**src/rtl/pipeline_ctrl.sv**
```systemverilog
// Stall/flush sequencer for the two-stage DE/MW pipeline: peripheral wait, branch squash, debug halt, stall counter.
// Optional build macro PIPE_CTRL_TIMEOUT_EN adds the WAIT timeout counter and the bus_err pulse.
module pipeline_ctrl #(
    parameter int TIMEOUT = 255,
    parameter int CNT_W   = 32
) (
    input  logic             clk,
    input  logic             rst_n,
    input  logic [31:0]      instr_MW,
    input  logic             periph_sel,
    input  logic             mem_ack,
    input  logic             br_taken_MW,
    input  logic             halt_req,
    input  logic             resume_req,
    output logic             stall_IF,
    output logic             stall_DE,
    output logic             flush_DE,
    output logic             mem_req,
    output logic             halted,
    output logic             bus_err,
    output logic [CNT_W-1:0] stall_cnt
);

    typedef enum logic [1:0] {
        ST_RUN   = 2'd0,
        ST_WAIT  = 2'd1,
        ST_DRAIN = 2'd2,
        ST_HALT  = 2'd3
    } state_t;

    generate
        if (TIMEOUT < 1 || TIMEOUT > 65535) begin : g_timeout_range
            $error("pipeline_ctrl: TIMEOUT must be in 1..65535");
        end
    endgenerate

    state_t           state_q, state_d;
    logic [CNT_W-1:0] stall_cnt_q, stall_cnt_d;
    logic             halted_q;
    logic             access;
    logic             timeout_hit;
    logic             stall_if_c, stall_de_c, flush_de_c, mem_req_c;

    // Only loads (opcode 3) and stores (opcode 35) to the peripheral region wait on a handshake.
    assign access = periph_sel && ((instr_MW[6:0] == 7'd3) || (instr_MW[6:0] == 7'd35));

`ifdef PIPE_CTRL_TIMEOUT_EN
    localparam logic [15:0] WAIT_LAST = 16'(TIMEOUT - 1);

    logic [15:0] wait_cnt_q, wait_cnt_d;
    logic        bus_err_q, bus_err_d;

    assign timeout_hit = (state_q == ST_WAIT) && (wait_cnt_q == WAIT_LAST);

    always_comb begin
        wait_cnt_d = wait_cnt_q;
        if (state_q == ST_RUN) begin
            wait_cnt_d = '0;
        end else if (state_q == ST_WAIT) begin
            wait_cnt_d = wait_cnt_q + 16'd1;
        end
    end

    // An ack arriving on the last allowed cycle still counts as a normal completion.
    assign bus_err_d = timeout_hit && !mem_ack;

    always_ff @(posedge clk or negedge rst_n) begin
        if (!rst_n) begin
            wait_cnt_q <= '0;
            bus_err_q  <= 1'b0;
        end else begin
            wait_cnt_q <= wait_cnt_d;
            bus_err_q  <= bus_err_d;
        end
    end

    assign bus_err = bus_err_q;
`else
    assign timeout_hit = 1'b0;
    assign bus_err     = 1'b0;
`endif

    always_comb begin
        state_d    = state_q;
        stall_if_c = 1'b0;
        stall_de_c = 1'b0;
        flush_de_c = 1'b0;
        mem_req_c  = 1'b0;
        case (state_q)
            ST_RUN: begin
                mem_req_c = access;
                if (access && !mem_ack) begin
                    stall_if_c = 1'b1;
                    stall_de_c = 1'b1;
                    state_d    = ST_WAIT;
                end else begin
                    flush_de_c = br_taken_MW;
                    if (halt_req) begin
                        state_d = ST_DRAIN;
                    end
                end
            end
            ST_WAIT: begin
                mem_req_c = 1'b1;
                if (mem_ack || timeout_hit) begin
                    state_d = halt_req ? ST_DRAIN : ST_RUN;
                end else begin
                    stall_if_c = 1'b1;
                    stall_de_c = 1'b1;
                end
            end
            ST_DRAIN: begin
                stall_if_c = 1'b1;
                flush_de_c = 1'b1;
                state_d    = ST_HALT;
            end
            default: begin
                stall_if_c = 1'b1;
                flush_de_c = 1'b1;
                if (resume_req) begin
                    state_d = ST_RUN;
                end
            end
        endcase
    end

    // Parked cycles are not stalls; only real pipeline holds are counted.
    always_comb begin
        stall_cnt_d = stall_cnt_q;
        if (stall_if_c && (state_q != ST_HALT) && (stall_cnt_q != {CNT_W{1'b1}})) begin
            stall_cnt_d = stall_cnt_q + 1'b1;
        end
    end

    always_ff @(posedge clk or negedge rst_n) begin
        if (!rst_n) begin
            state_q     <= ST_RUN;
            stall_cnt_q <= '0;
            halted_q    <= 1'b0;
        end else begin
            state_q     <= state_d;
            stall_cnt_q <= stall_cnt_d;
            halted_q    <= (state_d == ST_HALT);
        end
    end

    // Reset forces the controls low even when a peripheral access is still presented in MW.
    assign stall_IF  = rst_n & stall_if_c;
    assign stall_DE  = rst_n & stall_de_c;
    assign flush_DE  = rst_n & flush_de_c;
    assign mem_req   = rst_n & mem_req_c;
    assign halted    = halted_q;
    assign stall_cnt = stall_cnt_q;

endmodule

```
**config.mk**
```make
export PLATFORM = sky130hd
export DESIGN_NAME = pipeline_ctrl
export DESIGN_NICKNAME = d
export VERILOG_FILES = /design/src/rtl/pipeline_ctrl.sv
export SDC_FILE = /design/constraint.sdc
export NUM_CORES = 1
export LEC_CHECK = 0
export ABC_AREA = 1
export BUFFER_PORTS_ARGS = -buffer_cell sky130_fd_sc_hd__buf_2
export CAP_MARGIN = 20
export CORE_MARGIN = 2
export CORE_UTILIZATION = 45
export CTS_CLUSTER_SIZE = 25
export DETAILED_ROUTE_END_ITERATION = 10
export GPL_TIMING_DRIVEN = 0
export PLACE_DENSITY = 0.71
export SKIP_CTS_REPAIR_TIMING = 1
export SYNTH_ARGS = -nofsm -noshare
export SYNTH_HDL_FRONTEND = slang
export SYNTH_SLANG_ARGS = --single-unit
export TNS_END_PERCENT = 30
```
**constraint.sdc**
```tcl
create_clock -name clk -period 3.1 [get_ports clk]
set_input_delay 0.155 -clock clk [delete_from_list [all_inputs] [get_ports clk]]
set_output_delay 0.155 -clock clk [all_outputs]
set_load 0.02 [all_outputs]
```
# Word level (Yosys, flattened, before mapping)

Cells that the tools add are included.

Reduce and logical (&&, ||, !) cells: 7
$add $sub $neg: 1
Mux-type cells: 13
Bitwise gates (word level): 4
Equal/unequal tests: 7

Operator list:

| operator                                             | number |
|---|---|
| adder 32 x 1 -> 32 bit (second input constant)       | 1 |
| inequality test 32 bit (second input constant)       | 1 |
| 2-to-1 mux 2 bit                                     | 5 |
| one-hot mux 1 bit (2 select lines)                   | 4 |
| equality test 7 x 2 -> 1 bit (second input constant) | 1 |
| equality test 7 x 6 -> 1 bit (second input constant) | 1 |
| one-hot mux 2 bit (3 select lines)                   | 1 |
| bitwise AND 1 bit                                    | 4 |
| equality test 2 bit (second input constant)          | 2 |
| logical AND 1 bit                                    | 4 |
| 2-to-1 mux 1 bit                                     | 3 |
| equality test 2 x 1 -> 1 bit (second input constant) | 1 |
| logical NOT 2 bit                                    | 1 |
| inequality test 2 bit (second input constant)        | 1 |
| logical NOT 1 bit                                    | 1 |
| logical OR 1 bit                                     | 1 |

Input port bits: 39
Register bits after elaboration: 35
Logic and storage cells: 35
Output and inout port bits: 38

# Logic depth before layout (Yosys ltp)

Word-level depth: 8
Gate-level depth with buffers: 11
Gate-level depth less buffers: 10

# Least setup slack after synthesis

Ideal clock, no wire load.

Kind: reg2reg
From: register stall_cnt_q[0], in the netlist stall_cnt[0]
To: register stall_cnt_q[18], in the netlist stall_cnt[18]
Library setup time: 0.118 ns
Slack: 1.240 ns
Buffers on the path: 1
Arrival time: 1.742 ns
Clock period less this slack: 1.860 ns
Required time: 2.982 ns
Cell stages (with the launch flop): 10
Cells stage by stage: dfrtp_1 ha_1 nand3_2 nor2_2 nand3_1 nor2_1 nand3_2 buf_6 nand3_1 nand2_1

Longest elaborated chain between the ends: 2
Elaborated cells between the ends (all ways): 3
Classes of those cells: 1 x add/sub; 1 x eq/ne; 1 x reduce/logical

RTL lines:

| item                                                           | line | source |
|---|---|---|
| start: declaration                                             | 38   | `logic [CNT_W-1:0] stall_cnt_q, stall_cnt_d;` |
| start signal: assignment                                       | 142  | `stall_cnt_q <= stall_cnt_d;` |
| branches (longest 2 deep; another with adder 32 x 1 -> 32 bit) | n/a  |  |

Parallel ways; which one is timed is not known.
A chain may end at the register's enable or synchronous reset.

# Worst setup path after layout

Same ends and word-level chain as after synthesis.

==> results.json <==
{
  "cts_buffer_depth": 2,
  "skew_ps": 4.768,
  "rsz0062_at_grt": "no",
  "vias": 2624,
  "instances_no_fill": 523,
  "wirelength_um": 6675,
  "place.gp.congestion": 0.9443,
  "clock_latency_ps": 290,
  "synth_seq_cells": 35,
  "cts_tree": "done",
  "synth_mux_area_frac": 0,
  "synth_compound_area_frac": 0.01962,
  "nets": 490,
  "synth_xor_area_frac": 0.03776,
  "total_leakage_power_nw": 1.534,
  "grtUsageTotal": 0.2275,
  "cp-end-kind": "register",
  "io_buffers": 49,
  "path_clk_slew_ps": 70,
  "syn_inst": 393,
  "synth_area_leaders": "dfrtp_1 34%, nand2_1 25%, nor2_1 8.1%",
  "cts_sinks": 35,
  "cp.arrival_ps": 2410,
  "setup_viol": 0,
  "final_util": 0.5408,
  "dp_cells": 514,
  "num_antenna_cells": 0,
  "ctsRootBufferMaster": "clkbuf_8",
  "synth_cell_type_count": 29,
  "power_density_nw_per_um2": 518.6,
  "yosysWarnings": 0,
  "synth_top_area_share": 0.3433,
  "syn_nets": 433,
  "drtAntennaViolNets": 0,
  "hold_viol": 0,
  "finalMaxSlewViolations": 0,
  "synthToLayoutAreaGrowth_pct": 16.72,
  "p_int_mw": 0.8735,
  "fin_tns_setup_ps": 0,
  "crit_required_ps": 3290,
  "p_seq_frac": 0.373,
  "syn_area_per_cell_um2": 6.492,
  "pwr-share-clk": 0.211,
  "dieArea_um2": 6288,
  "fp.dieW_um": 79.30,
  "maxCapViolCount": 0,
  "drt_first_pass_iters": 5,
  "vdd_drop_max_mv": 0.3934,
  "hold_class": "in -> reg",
  "cp_max_fo": 10,
  "pwr-share-comb": 0.416,
  "slew_headroom": 0.4760,
  "start_kind": "register",
  "yosys.area_share.simple": 0.5321,
  "syn_area_um2": 2551,
  "drive_gt1_frac": 0.1840,
  "synth_top_family_by_area": "simple AND/OR/NAND/NOR gates",
  "grt_pass1_wl_um": 11140,
  "final_cell_mix": "169 x nand2_1, 55 x nor2_1, 50 x buf_2, 40 x nand3_1, 35 x dfrtp_1",
  "ios": 77,
  "htreeDepth": 2,
  "hpwl_um": 5179,
  "fin_crit_ps": 2224,
  "power.switching_mw": 0.6708,
  "fp-row-count": 27,
  "drt_iter0_drc": 189,
  "path_class": "reg -> reg",
  "fp.dieH_um": 79.30,
  "core_um2": 5507,
  "worstMarginPinSlew_ps": 786.0,
  "sw_frac_of_total": 0.4344,
  "drc_errors": 0,
  "post-route-period-util": 0.7175,
  "cts_buffers": 5,
  "timing.reg2reg.setup_slack_ps": 880,
  "antenna_found_initial": 0,
  "start_util": 0.4633,
  "final_common_cell": "nand2_1",
  "wire_per_inst_um": 12.76,
  "yosysSeqAreaShare": 0.3433,
  "grt-ovfl-total": 0,
  "max_freq_mhz": 449.6,
  "synthAdderAreaFrac": 0.004904,
  "grt_pass1_vias": 2419,
  "grt_max_degree": 37,
  "via_per_inst": 5.017,
  "finalPower_mw": 1.544,
  "status": "finished, final reports clean",
  "yosys.area.top_type": "dfrtp_1"
}
-- critical path, stage by stage (launching register included) --
cell,delay (ps)
dfrtp_1,470
ha_1,330
nand3_2,180
nor2_2,300
nand3_1,120
nor2_1,130
nand3_2,200
buf_6,220
nand3_1,100
nand2_1,60
-- synthesized netlist by cell type, drive strengths merged --
library cell  instances
nor3                  2
o21ai                 7
inv                  22
or2                   1
nor2                 59
ha                    1
clkbuf                2
xnor2                 8
buf                   7
nand3b               15
nand3                43
dfrtp                35
xor2                  3
conb                  1
nand4                 2
a21oi                 3
nand2               182
-- path summary, 6_finish.rpt --
kind                                          startpoint                         to  cells past startpoint
max in group asynchronous                          rst_n  stall_cnt[29]$_DFFE_PN0P_                      2
worst max-delay path            stall_cnt[0]$_DFFE_PN0P_  stall_cnt[18]$_DFFE_PN0P_                      9
worst min-delay path                          resume_req       state_q[0]$_DFF_PN0_                      4
worst max register to register  stall_cnt[0]$_DFFE_PN0P_  stall_cnt[18]$_DFFE_PN0P_                      9
min in group asynchronous                          rst_n   stall_cnt[7]$_DFFE_PN0P_                      2
worst min register to register  stall_cnt[1]$_DFFE_PN0P_   stall_cnt[1]$_DFFE_PN0P_                      2
-- sequential cells by signal, summed over array words and instances (netlist names) --
register / cells
state_q: 2
stall_cnt: 32
halted: 1
-- cells by family (layout without fill, tap and decap cells) --
kind of cell / Yosys count / count (layout)
flip-flops: 35 / 35
adder cells (fa/ha/maj): 1 / 1
XOR/XNOR: 11 / 11
buffers and inverters: 31 / 89
other: 1 / 1
AND/OR/NAND/NOR: 304 / 304
AO/OA/AOI/OAI: 10 / 10
-- layer usage --
layer | vias up | track usage | wire, um
li1 | 1352 | - | -
met1 | 1182 | 0.3021 | 3168
met2 | 78 | 0.3754 | 3025
met3 | 12 | 0.04432 | 352
met4 | 0 | 0.06724 | 128
met5 | - | 0 | 0
-- cell type report --
class                           count  area (um2)
Tap cell                           72       90.09
Buffer                              9       72.57
Multi-Input combinational cell    327        1520
Sequential cell                    35       875.8
Timing Repair Buffer               50       255.2
Clock inverter                      1       5.005
Inverter                           22       82.58
Clock buffer                        7       76.32
Fill cell                         567        2529
-- power groups by stage --
stage | sequential, mW | combinational (mW) | clock (mW)
2_1_floorplan | 0.616 | 0.426 | 0
3_3_place_gp | 0.584 | 0.637 | 0
3_5_place_dp | 0.584 | 0.649 | 0
4_1_cts | 0.576 | 0.650 | 0.337
5_1_grt | 0.586 | 0.711 | 0.354
6_report | 0.576 | 0.642 | 0.326
-- metrics by stage --
step | hold WS [ps] | worst slack, ps | area, um2
global placement | 282.5 | 925.1 | 2887
global route | 170.4 | 711.6 | 2978
finish | 151.5 | 875.7 | 2978
detailed placement | 289.5 | 881.8 | 2887
CTS | -27.94 | 867.3 | 2968
floorplan | -140.6 | 1240 | 2551
Note: power is estimated with default switching activity, not from simulation.
